**config.mk**
```make
export PLATFORM = sky130hd
export DESIGN_NAME = step_motor
export DESIGN_NICKNAME = d
export VERILOG_FILES = /design/src/rtl/step_motor_pkg.sv /design/src/rtl/step_motor_phase.sv /design/src/rtl/step_motor.sv
export SDC_FILE = /design/constraint.sdc
export NUM_CORES = 1
export LEC_CHECK = 0
export BUFFER_PORTS_ARGS = -buffer_cell sky130_fd_sc_hd__buf_2
export CAP_MARGIN = 15
export CORE_MARGIN = 4
export CORE_UTILIZATION = 30
export CTS_BUF_LIST = sky130_fd_sc_hd__clkbuf_2
export CTS_CLUSTER_DIAMETER = 50
export DETAILED_ROUTE_END_ITERATION = 10
export PLACE_DENSITY = 0.47
export SLEW_MARGIN = 0
export SYNTH_ARGS = -nofsm -noshare
export SYNTH_HDL_FRONTEND = slang
export SYNTH_HIERARCHICAL = 1
export SYNTH_SLANG_ARGS = --single-unit
```
**constraint.sdc**
```tcl
create_clock -name speed -period 2.36 [get_ports speed]
set_clock_uncertainty 0.05 [all_clocks]
set_input_delay 0.236 -clock speed [delete_from_list [all_inputs] [get_ports speed]]
set_output_delay 0.236 -clock speed [all_outputs]
set_load 0.05 [all_outputs]
```
**src/rtl/step_motor_pkg.sv**
```systemverilog
// Shared constants and step tables for the dual stepper sequencer.
// STEPMOTOR_HALF_STEP_EN selects the 8-entry half-step table instead of the full-step wave table.
`timescale 1ns/1ps
package step_motor_pkg;

  localparam int COIL_W = 4;

  typedef enum logic {
    DIR_REV = 1'b0,
    DIR_FWD = 1'b1
  } dir_e;

  // Packed tables: entry n lives in slice [n].
  localparam logic [3:0][COIL_W-1:0] FULL_TABLE = {4'b1000, 4'b0100, 4'b0010, 4'b0001};
  localparam logic [7:0][COIL_W-1:0] HALF_TABLE = {4'b1001, 4'b1000, 4'b1100, 4'b0100,
                                                   4'b0110, 4'b0010, 4'b0011, 4'b0001};

`ifdef STEPMOTOR_HALF_STEP_EN
  localparam int TABLE_LEN = 8;
  localparam int IDX_W     = 3;
  localparam logic [TABLE_LEN-1:0][COIL_W-1:0] ACTIVE_TABLE = HALF_TABLE;
`else
  localparam int TABLE_LEN = 4;
  localparam int IDX_W     = 2;
  localparam logic [TABLE_LEN-1:0][COIL_W-1:0] ACTIVE_TABLE = FULL_TABLE;
`endif

  function automatic logic [COIL_W-1:0] coilPattern(input logic [IDX_W-1:0] idx);
    return ACTIVE_TABLE[idx];
  endfunction

endpackage

```
**src/rtl/step_motor_phase.sv**
```systemverilog
// One stepper channel: phase index register plus registered coil pattern.
// Table length follows STEPMOTOR_HALF_STEP_EN through step_motor_pkg.
`timescale 1ns/1ps
module step_motor_phase
  import step_motor_pkg::*;
(
  input  logic              clk,
  input  logic              rst,
  input  logic              dir,
  output logic [COIL_W-1:0] coil
);

  logic [IDX_W-1:0]  idx_q, idx_d;
  logic [COIL_W-1:0] coil_q;

  // Index width equals log2 of the table length, so plain add/subtract wraps both ways.
  always_comb begin
    idx_d = idx_q;
    if (dir == DIR_FWD) idx_d = idx_q + IDX_W'(1);
    else                idx_d = idx_q - IDX_W'(1);
  end

  always_ff @(posedge clk or posedge rst) begin
    if (rst) begin
      idx_q  <= '0;
      coil_q <= '0;
    end else begin
      idx_q  <= idx_d;
      coil_q <= coilPattern(idx_d);
    end
  end

  assign coil = coil_q;

endmodule

```
**src/rtl/step_motor.sv**
```systemverilog
// Dual-channel stepper phase sequencer (left/right wheels) clocked by the step-rate clock.
// Define STEPMOTOR_HALF_STEP_EN for half-step drive; default is full-step wave drive.
`timescale 1ns/1ps
module step_motor
  import step_motor_pkg::*;
(
  input  logic              speed,
  input  logic              rst,
  input  logic              dir_left,
  input  logic              dir_right,
  output logic [COIL_W-1:0] motor_left,
  output logic [COIL_W-1:0] motor_right
);

  step_motor_phase u_left (
    .clk  (speed),
    .rst  (rst),
    .dir  (dir_left),
    .coil (motor_left)
  );

  step_motor_phase u_right (
    .clk  (speed),
    .rst  (rst),
    .dir  (dir_right),
    .coil (motor_right)
  );

endmodule

```
==> impl_metrics.yaml <==
setup_path:
  rr_worst_depth: 3
  reg2reg_setup_slack_ns: 1.30
  cp_cell_sequence: "buf_2"
  cp_top_family: "flip-flops"
  cp_slowest_stage_delay_ns: 0.35
  path_max_fanout: 1
  cp-start-kind: "flop"
  critPathBufInv: 1
  cp.arrival_ns: 0.86
  path_class: "flop to output pin"
  slowest_stage: "dfrtp_1"
  r2r_end: "u_right/idx_q[1]$_DFF_PP0_"
  endpoint_kind: "output pin"
  reg2reg_from: "u_right/idx_q[1]$_DFF_PP0_"
  worstPathRequired_ns: 2.07
timing:
  max_freq_ghz: 0.8718
  period_share_pct: 48.60
  slew_viol_final: 0
  finalHoldViolCount: 0
  min_period_ns: 1.147
  max_slew_margin_pct: 83.31
  rsz0062_at_grt: "no"
  tightest_slew_ns: 0.2521
  fin_tns_setup_ns: 0
  setup_viol: 0
clocking:
  htreeDepth: 1
  clock_latency_ns: 0.25
  postCtsResizedCells: 0
  path_clk_slew_ns: 0.12
  root_buffer: "clkbuf_2"
  cts_buffer_depth: 2
  tritoncts: "done"
  cts_made_buffers: 3
  cts.sinks: 12
synthesis:
  yosysSeqAreaShare_pct: 65.57
  yosysTopAreaCell: "dfrtp_1"
  synth_fa_ha_area_share_pct: 21.86
  synthArstFlopShare_pct: 100.0
  synth_top_family_by_area: "adder cells"
  avgSynthCellArea_um2: 15.26
  synth_top_area_share_pct: 65.57
  synth-seq-cells: 12
  yosys_warnings: 6
  synth-simple-area-share_pct: 0
  synth_flop_cell: "dfrtp_1"
  synth-compound-area-share_pct: 0
  netlist_top_cells_area: "dfrtp_1, ha_1, inv_1"
  synth_edf_count: 0
  synth_common_cells: "dfrtp_1, ha_1, inv_1, xnor2_1, xor2_1"
  netlist_instances: 30
  synth_fp_nets: 42
  synth_mux_area_share_pct: 0
  syn_area_um2: 457.9
  yosysMostFrequentCell: "dfrtp_1"
  yosysUniqueCellTypes: 5
  synth_xor_area_share_pct: 7.650
grt:
  overflow: 0
  first_global_vias: 246
  grt_pass1_wl_um: 1069
  grt_max_degree: 8
  antenna_found_initial: 0
  grtUsageTotal_pct: 7.650
die:
  dieArea_um2: 2216
  coreArea_um2: 1366
  die_h_um: 47.07
  initial_core_util_pct: 33.52
  ios: 12
  die-width_um: 47.07
  rows: 13
cells_and_area:
  antenna_cells: 0
  nets: 59
  layout-drive-gt1-share_pct: 30.43
  postLayoutCellArea_um2: 560.5
  layout-area-overhead-vs-synth_pct: 22.40
  fillers: 139
worst_hold_path:
  hold_path_depth: 3
  min_from: "dir_left"
  hold_end: "u_left/coil[1]$_DFF_PP0_"
  hold_class: "primary input to flop"
power_and_ir_drop:
  pwr_density_cell_nw_per_um2: 1130
  switchingPower_mw: 0.2747
  power_frac_comb_pct: 39.7
  switching_share_pct: 43.36
  leakage_nw: 0.3311
  p_seq_share_pct: 44.3
  power.total_mw: 0.6334
  peakVddDrop_mv: 0.3337
  p_int_mw: 0.3588
  clockPowerShare_pct: 16.0
place:
  dp.final_hpwl_um: 542.4
  dpl_cell_area_um2: 531.8
  globalplace.congestion: 0.6490
  portBuffers: 11
detailed_routing:
  totalWireLength_um: 629
  firstDrtPassIters: 2
  routedWlPerCell_um: 10.31
  final_antenna_net_count: 0
  drtIter0Drc: 1
  vias_per_cell: 3.885
  drc: 0
  vias: 237
run:
  cap_violations: 0
status:
  outcome: "finished, final reports clean"
==> power by group through the flow <==
stage,combinational [mW],clock (mW),sequential (mW)
final,0.252,0.101,0.280
after global routing,0.277,0.112,0.287
after CTS,0.257,0.104,0.281
after detailed placement,0.255,0,0.285
after global placement,0.247,0,0.281
after floorplan,0.0658,0,0.411
==> worst reg2reg max path, stage by stage (launching register included) <==
cell	delay (ns)
dfrtp_1	0.41
xnor2_1	0.22
ha_1	0.27
inv_1	0.05
==> layout by cell type (no fill, tap or decap) <==
cell type and instances:
inv_1 6, xor2_1 2, dlygate4sd3_1 1, ha_1 8
buf_2 11, clkinv_1 1, xnor2_1 2, clkbuf_2 3
dfrtp_1 12
==> worst max-delay path by stage <==
| stage | start | end | slack, ns | cells after the start |
|---|---|---|---|---|
| floorplan | u_left/idx_q[1]$_DFF_PP0_ | u_left/idx_q[1]$_DFF_PP0_ | 1.38 | 3 |
| global placement | u_left/idx_q[1]$_DFF_PP0_ | u_left/idx_q[1]$_DFF_PP0_ | 1.37 | 3 |
| detailed placement | u_right/idx_q[1]$_DFF_PP0_ | u_right/idx_q[1]$_DFF_PP0_ | 1.32 | 3 |
| CTS | u_left/coil[2]$_DFF_PP0_ | motor_left[2] | 1.19 | 1 |
| global route | u_right/coil[3]$_DFF_PP0_ | motor_right[3] | 1.16 | 1 |
| finish | u_right/coil[2]$_DFF_PP0_ | motor_right[2] | 1.21 | 1 |
==> state kept, by name, indices dropped and copies added (netlist names) <==
name and cells:
u_left/idx_q 2, u_left/coil 4, u_right/coil 4, u_right/idx_q 2
==> cells by family (layout without fill, tap and decap cells) <==
family / Yosys count / count (layout)
flops: 12 / 12
fa+ha+maj: 8 / 8
xor+xnor: 4 / 4
buf+inv: 6 / 22
==> metrics by stage <==
step	hold WS, ns	utilization [%]	instances	worst slack [ns]
global placement	0.1090	38.92	56	1.370
floorplan	-0.02304	-	30	1.384
global route	0.3201	41.03	61	1.163
finish	0.3142	41.03	61	1.213
CTS	0.3083	41.03	61	1.195
detailed placement	0.1188	38.92	56	1.321
==> final cells by class <==
| class | instances | area, um2 | area share [%] |
|---|---|---|---|
| Tap cell | 15 | 18.77 | 3.348 |
| Multi-Input combinational cell | 12 | 135.1 | 24.11 |
| Clock buffer | 3 | 15.01 | 2.679 |
| Timing Repair Buffer | 12 | 65.06 | 11.61 |
| Sequential cell | 12 | 300.3 | 53.57 |
| Inverter | 6 | 22.52 | 4.018 |
| Clock inverter | 1 | 3.754 | 0.6696 |
==> timing repair <==
item | CTS | global route
endpoints found under the hold margin | 12 | 0
hold buffers | 1 | 0
setup buffers | 0 | 0
==> metal layers <==
layer  global-route usage [%]  share of wire (%)  up-vias
met2                    10.30                 43       10
met5                        0                  0        -
met4                    6.630                  0        0
li1                         -                  -      118
met3                    2.682                 13        0
met1                    9.592                 44      109
(Power assumes the default switching activity.)
